--- src/rtl/pc_redirect_unit_pkg.sv ---
// Shared encodings and helpers for the fetch-side PC redirect unit.
// Branch-unit flag encoding and the redirect FSM state type live here.
package pc_redirect_unit_pkg;

   localparam logic [1:0] PCSRC_SEQ  = 2'b00;
   localparam logic [1:0] PCSRC_BR   = 2'b01;
   localparam logic [1:0] PCSRC_JALR = 2'b10;
   localparam logic [1:0] PCSRC_ILL  = 2'b11;

   typedef enum logic [1:0] {
      StRun   = 2'b00,
      StFlush = 2'b01,
      StHalt  = 2'b10
   } pcr_state_e;

   function automatic logic is_redirect(input logic [1:0] flag);
      logic r;
      r = 1'b0;
      case (flag)
         PCSRC_BR, PCSRC_JALR: r = 1'b1;
         PCSRC_SEQ, PCSRC_ILL: r = 1'b0;
         default:              r = 1'b0;
      endcase
      return r;
   endfunction

   // JALR clears bit 0 of the computed address, as the ISA requires.
   function automatic logic [31:0] select_target(input logic [1:0]  flag,
                                                 input logic [31:0] branch_target,
                                                 input logic [31:0] jalr_target);
      logic [31:0] t;
      t = branch_target;
      if (flag == PCSRC_JALR) begin
         t = {jalr_target[31:1], 1'b0};
      end
      return t;
   endfunction

endpackage

--- src/rtl/pc_redirect_unit_sat_counter.sv ---
// Saturating up-counter; holds at all-ones instead of wrapping.
// Used for the redirect performance count.
module sat_counter #(
   parameter int unsigned W = 16
) (
   input  logic         clk,
   input  logic         rst,
   input  logic         inc,
   output logic [W-1:0] value
);

   logic [W-1:0] cnt_q;

   always_ff @(posedge clk or negedge rst) begin
      if (!rst) begin
         cnt_q <= '0;
      end else if (inc && (cnt_q != '1)) begin
         cnt_q <= cnt_q + 1'b1;
      end
   end

   assign value = cnt_q;

endmodule

--- src/rtl/pc_redirect_unit.sv ---
// Owns the fetch PC: selects sequential/branch/JALR next PC, holds a multi-cycle
// pipeline flush after each redirect, and tracks halt and misaligned targets.
module pc_redirect_unit
   import pc_redirect_unit_pkg::*;
#(
   parameter logic [31:0] RESET_PC     = 32'h0000_0000,
   parameter int unsigned FLUSH_CYCLES = 2,
   parameter int unsigned CNT_W        = 16
) (
   input  logic             clk,
   input  logic             rst,
   input  logic [1:0]       flag,
   input  logic [31:0]      branch_target,
   input  logic [31:0]      jalr_target,
   input  logic             stall,
   input  logic             halt,
   output logic [31:0]      pc,
   output logic [31:0]      pc_plus4,
   output logic             flush,
   output logic             halted,
   output logic             misalign_err,
   output logic [CNT_W-1:0] redirect_cnt
);

   // The first flush cycle is the redirect cycle itself, so the counter starts one short.
   localparam logic [2:0] FlushInit = 3'(FLUSH_CYCLES - 1);

   pcr_state_e  state_q;
   logic [31:0] pc_q;
   logic [2:0]  fcnt_q;
   logic        flush_q;
   logic        halted_q;
   logic        misalign_q;

   logic [31:0] target;
   logic        redirect_req;
   logic        target_misaligned;
   logic        accept_redirect;

   always_comb begin
      target            = select_target(flag, branch_target, jalr_target);
      redirect_req      = is_redirect(flag);
      target_misaligned = |target[1:0];
      accept_redirect   = (state_q == StRun) && redirect_req && !target_misaligned;
   end

   always_ff @(posedge clk or negedge rst) begin
      if (!rst) begin
         state_q    <= StRun;
         pc_q       <= RESET_PC;
         fcnt_q     <= '0;
         flush_q    <= 1'b0;
         halted_q   <= 1'b0;
         misalign_q <= 1'b0;
      end else begin
         misalign_q <= 1'b0;
         unique case (state_q)
            StRun: begin
               if (redirect_req) begin
                  if (target_misaligned) begin
                     misalign_q <= 1'b1;
                     flush_q    <= 1'b1;
                     halted_q   <= 1'b1;
                     state_q    <= StHalt;
                  end else begin
                     pc_q    <= target;
                     flush_q <= 1'b1;
                     fcnt_q  <= FlushInit;
                     state_q <= StFlush;
                  end
               end else if (halt) begin
                  halted_q <= 1'b1;
                  state_q  <= StHalt;
               end else if (!stall) begin
                  pc_q <= pc_q + 32'd4;
               end
            end
            StFlush: begin
               if (!stall) begin
                  pc_q <= pc_q + 32'd4;
               end
               if (fcnt_q == 3'd0) begin
                  flush_q <= 1'b0;
                  state_q <= StRun;
               end else begin
                  fcnt_q <= fcnt_q - 3'd1;
               end
            end
            StHalt: begin
               flush_q <= 1'b0;
            end
            default: begin
               flush_q  <= 1'b0;
               halted_q <= 1'b1;
               state_q  <= StHalt;
            end
         endcase
      end
   end

   sat_counter #(
      .W (CNT_W)
   ) u_redirect_cnt (
      .clk   (clk),
      .rst   (rst),
      .inc   (accept_redirect),
      .value (redirect_cnt)
   );

   assign pc           = pc_q;
   assign pc_plus4     = pc_q + 32'd4;
   assign flush        = flush_q;
   assign halted       = halted_q;
   assign misalign_err = misalign_q;

endmodule
--- config.mk ---
export PLATFORM = sky130hd
export DESIGN_NAME = pc_redirect_unit
export DESIGN_NICKNAME = d
export VERILOG_FILES = /design/src/rtl/pc_redirect_unit_pkg.sv /design/src/rtl/pc_redirect_unit_sat_counter.sv /design/src/rtl/pc_redirect_unit.sv
export SDC_FILE = /design/constraint.sdc
export NUM_CORES = 1
export LEC_CHECK = 0
export CORE_MARGIN = 3
export CORE_UTILIZATION = 45
export DETAILED_ROUTE_END_ITERATION = 10
export PLACE_DENSITY = 0.83
export SLEW_MARGIN = 15
export SYNTH_ARGS = -nofsm -noshare
export SYNTH_HDL_FRONTEND = slang
export SYNTH_SLANG_ARGS = --single-unit
--- constraint.sdc ---
create_clock -name clk -period 3 [get_ports clk]
set_input_delay 0.75 -clock clk [delete_from_list [all_inputs] [get_ports clk]]
set_output_delay 0.75 -clock clk [all_outputs]
set_load 0.05 [all_outputs]
Yosys cells after proc, flatten, opt, wreduce, memory -nomap -nowiden
Index checks and enable logic that the tools add are counted.
{"block": "word_totals", "input_bits": 70, "output_inout_bits": 83, "wordCells": 69, "register_bits": 56}
{"block": "classes", "add_sub_neg": 3, "bitwise_logic": 2, "muxes": 26, "eq_ne": 14, "n_reduce_logical": 17}
{"op": "$mux W32", "n": 5}
{"op": "$pmux W32 S2", "n": 1}
{"op": "$add A32 B3 Y32 const B", "n": 1}
{"op": "$add A16 B1 Y16 const B", "n": 1}
{"op": "$ne A16 B16 Y1 const B", "n": 1}
{"op": "$ne A3 B3 Y1 const B", "n": 4}
{"op": "$mux W3", "n": 3}
{"op": "$reduce_and A3 Y1", "n": 3}
{"op": "$mux W1", "n": 8}
{"op": "$mux W2", "n": 4}
{"op": "$ne A2 B2 Y1 const B", "n": 4}
{"op": "$reduce_or A2 Y1", "n": 4}
{"op": "$eq A2 B2 Y1 const B", "n": 3}
{"op": "$pmux W1 S2", "n": 3}
{"op": "$pmux W2 S3", "n": 1}
{"op": "$pmux W3 S2", "n": 1}
{"op": "$eq A2 B1 Y1 const B", "n": 2}
{"op": "$logic_not A2 Y1", "n": 2}
{"op": "$reduce_and A4 Y1", "n": 1}
{"op": "$logic_and A1 B1 Y1", "n": 3}
{"op": "$logic_not A3 Y1", "n": 1}
{"op": "$sub A3 B1 Y3 const B", "n": 1}
{"op": "$not A1 Y1", "n": 2}
{"op": "$reduce_and A2 Y1", "n": 1}
{"op": "2 further kinds", "n": 2}

Logic depth before layout (Yosys ltp)
{"block": "logic_depth", "word_depth": 6, "mapped_depth": 10, "mapped_depth_nobuf": 7}

Modules after synthesis
Synthesis repeated with hierarchy kept, for this count alone.
{"block": "hier_totals", "cells_unflattened": 474, "area_unflattened_um2": 4201.5}
{"mod": "pc_redirect_unit", "seq_area_each_um2": 1001.0, "cells_per_inst": 402, "area_per_inst_um2": 3342.0, "n_inst": 1}
{"mod": "sat_counter", "seq_area_each_um2": 400.4, "cells_per_inst": 72, "area_per_inst_um2": 859.6, "n_inst": 1}

Least setup slack after synthesis
No wires, ideal clock.
{"block": "synth_path", "kind": "register -> output", "startpoint": "register pc_q[8] (netlist: pc[8])", "endpoint": "output port pc_plus4[25]", "path_buffers": 2, "path_slack_ns": -0.611, "required_time_ns": 2.250, "arrival_ns": 2.861, "stages_incl_launch_ff": 8, "path_cell_list": "dfrtp_1 > clkbuf_1 > nand3_1 > or4_1 > clkbuf_1 > nor2_2 > nand2_1 > xnor2_1"}
{"block": "synth_via", "elab_chain_len": 1}
{"element": "from (decl)", "line_no": "pc_redirect_unit.sv:29", "rtl": "logic [31:0] pc_q;"}
{"element": "from (signal assigned)", "line_no": "pc_redirect_unit.sv:66", "rtl": "pc_q <= target;"}
{"element": "from (signal assigned)", "line_no": "pc_redirect_unit.sv:75", "rtl": "pc_q <= pc_q + 32'd4;"}
{"element": "from (signal assigned)", "line_no": "pc_redirect_unit.sv:80", "rtl": "pc_q <= pc_q + 32'd4;"}
{"element": "$add A32 B3 Y32", "line_no": "pc_redirect_unit.sv:111", "rtl": "assign pc_plus4 = pc_q + 32'd4;"}
{"element": "to (decl)", "line_no": "pc_redirect_unit.sv:18", "rtl": "output logic [31:0] pc_plus4,"}
Every way passes these cells.

Worst setup path in the final report
{"block": "layout_path", "startpoint": "register pc_q[9] (netlist: pc[9])", "endpoint": "output port pc_plus4[27]"}
The elaborated chain is that of the path after synthesis.

==> flow_summary.toml <==
[status]
status = "finished, final reports clean"

[yosys]
yosys.area.top_type = "dfrtp_1"
synthArstFlopShare_pct = 100.0
synth_mux_area_share_pct = 8.302
avgSynthCellArea_um2 = 8.580
synth-edff-count = 0
synth_area_mm2 = 0.004024
synth_ff_type = "dfrtp_1"
synth_compound_area_share_pct = 17.97
synth.yosys.seq_area_share_pct = 34.83
synth_fp_nets = 548
ys_warn_count = 0
synth_top_cells_by_count = "dfrtp_1, nand2_1, a21oi_1"
synth_area_leaders = "dfrtp_1, mux2i_1, xnor2_1"
synthSimpleGateAreaFrac_pct = 21.55
synth_seq_cells = 56
yosysMostFrequentCell = "dfrtp_1"
syn_inst = 469
synth_xor_area_share_pct = 9.359
synth_cell_types = 59
synthAdderAreaFrac_pct = 2.799
synth_top_cell_area_share_pct = 34.83
synth_top_family_by_area = "simple AND/OR/NAND/NOR gates"

[grt]
overflow = 0
grt_antenna_before_repair = 0
met2_usage_pct = 46.33
grt_max_degree = 39
grt_pass1_vias = 4492
grt_pass1_wl_um = 22000
use_met1_pct = 33.86
grt_busiest_layer = "met2"
grt_usage_pct = 26.68
use_met3_pct = 4.360

[final_layout]
final_area_mm2 = 0.006673
area_delta_synth_final_pct = 65.83
nNetsFinal = 740
drive_above_1_share_pct = 25.83
diodes = 0
fill_cells = 543
instances_no_fill = 767

[routing]
via_per_inst = 5.915
drt_iter0_markers = 296
wl_per_cell_um = 18.28
drt-pass1-iter-count = 5
drc = 0
drtAntennaViolNets = 0
vias = 4537
wl_um = 14020

[sta]
worst_slew_pin_slew_ps = 613.5
final.setup.tns_ps = 0
rsz0062_at_grt = "true"
slew_headroom_pct = 58.78
fin_worst_skew_ps = 6.448
timing.hold.ws_ps = 436.3
fin_crit_ps = 2936
hold_viol_final = 0
setup_viol = 0
fmax_mhz = 340.6
drv_slew = 0
fin_crit_sh_pct = 97.86

[run]
drv_cap = 0

[floorplan]
die_y_um = 100.6
core-area_mm2 = 0.008464
io_pins = 153
die_area_mm2 = 0.01011
dieWidth_um = 100.6
initial_utilization_pct = 47.54
num_rows = 33

[critical_path]
r2r_cells = 7
critPathKind = "reg -> out"
critPathCaptureType = "output port"
worstPathArrival_ps = 2190
required_ps = 2250
worst_setup_path_start_kind = "flop"
crit_fanout = 6

[worst_hold_path]
hold_path.class = "in -> async"

[clock_tree]
cts_tree = "built"
clock-sinks = 56
clk_pin_slew_ps = 100
clockRootBuffer = "clkbuf_8"
numCtsBuffers = 5
clock_latency_ps = 310
clock_path_buffers = 2
cts-htree-levels = 2
cts-hold-fix-buffers = 0

[placement]
numPortBuffers = 151
place_hpwl_um = 10490
place_congestion = 0.8860
dp_cells = 744
placedInstanceArea_mm2 = 0.006380

[pwr]
power.density_mw_per_mm2 = 1048
max-vdd-ir-drop_v = 0.001220
p_leak_nw = 2.796
-- power by group --
group          leakage, nW  switching, mW  internal, mW
registers            0.672          0.405          1.04
clock network       0.0414          0.262         0.167
logic                 2.08           3.05          2.07
total                 2.80           3.71          3.28
-- area by class of cell --
cell class / instances / area (um^2) / share of cell area (%)
Multi-Input combinational cell: 363 / 2724 / 40.82
Clock buffer: 6 / 72.57 / 1.088
Sequential cell: 56 / 1421 / 21.30
Timing Repair Buffer: 215 / 2232 / 33.45
Clock inverter: 2 / 16.27 / 0.2438
Tap cell: 105 / 131.4 / 1.969
Inverter: 20 / 75.07 / 1.125
-- stage by stage --
step	power [mW]	util, %	setup slack [ps]
2_1_floorplan	4.366	-	-126.8
5_1_grt	7.307	78.83	-27.95
6_report	6.995	78.83	64.12
3_3_place_gp	6.239	75.37	-78.73
4_1_cts	6.841	77.07	-22.47
3_5_place_dp	6.356	75.37	-149.9
-- worst max-delay path, stage by stage (launching register included) --
cell and delay (ps):
dfrtp_2 440, nand3_2 160, or4_4 580, nor3_4 200
buf_4 170, xor2_4 170, buf_12 150
-- cells in the final DEF, fill, tap and decap left out, types with 7 or more instances in the layout --
cell type and n:
nand3_1 18, clkdlybuf4s50_1 124, mux2_2 11, xor2_1 13
nand2_1 43, dfrtp_2 16, a21oi_1 30, buf_4 64
nor2_1 25, inv_1 20, ha_1 7, buf_12 24
xnor2_1 11, mux2i_1 21, nor3_1 10, xnor2_2 9
nand4_1 12, o22ai_1 7, o21ai_0 15, dfrtp_1 40
a211oi_1 7
-- repair_timing --
item / 4_1_cts / 5_1_grt
endpoints found under the setup margin: 10 / 14
setup buffers: 3 / 12
pin swaps: 3 / 9
gates resized for setup: 8 / 19
-- per-layer routing --
metal / share of wire [%] / vias up
li1: - / 2082
met4: 2.4 / 0
met5: 0 / -
met1: 39 / 2187
met2: 51 / 233
met3: 7.2 / 35
-- logic make-up (layout without fill, tap and decap cells) --
| logic type | count (synthesis) | count (layout) |
|---|---|---|
| buffers and inverters | 50 | 243 |
| AND/OR/NAND/NOR | 172 | 172 |
| AO/OA/AOI/OAI | 107 | 107 |
| adder cells (fa/ha/maj) | 9 | 9 |
| flip-flops | 56 | 56 |
| multiplexers | 32 | 32 |
| XOR/XNOR | 43 | 43 |
-- flip-flops by register name (all words and copies together) (netlist names) --
signal and count:
pc 32, u_redirect_cnt.value 16, fcnt_q 3, state_q 2, flush 1, halted 1, misalign_err 1
-- worst paths after layout --
kind | startpoint | end | slack [ps]
worst max-delay path | pc[9] | pc_plus4[27] | 60
worst min-delay path | rst | u_redirect_cnt.value[5] | 440
worst max register to register | pc[3] | pc[28] | 820
worst min register to register | fcnt_q[2] | fcnt_q[2] | 480
max in group asynchronous | rst | pc[20] | 2210
min in group clk | fcnt_q[2] | fcnt_q[2] | 480
No activity file was read; power rests on OpenSTA's default activity.
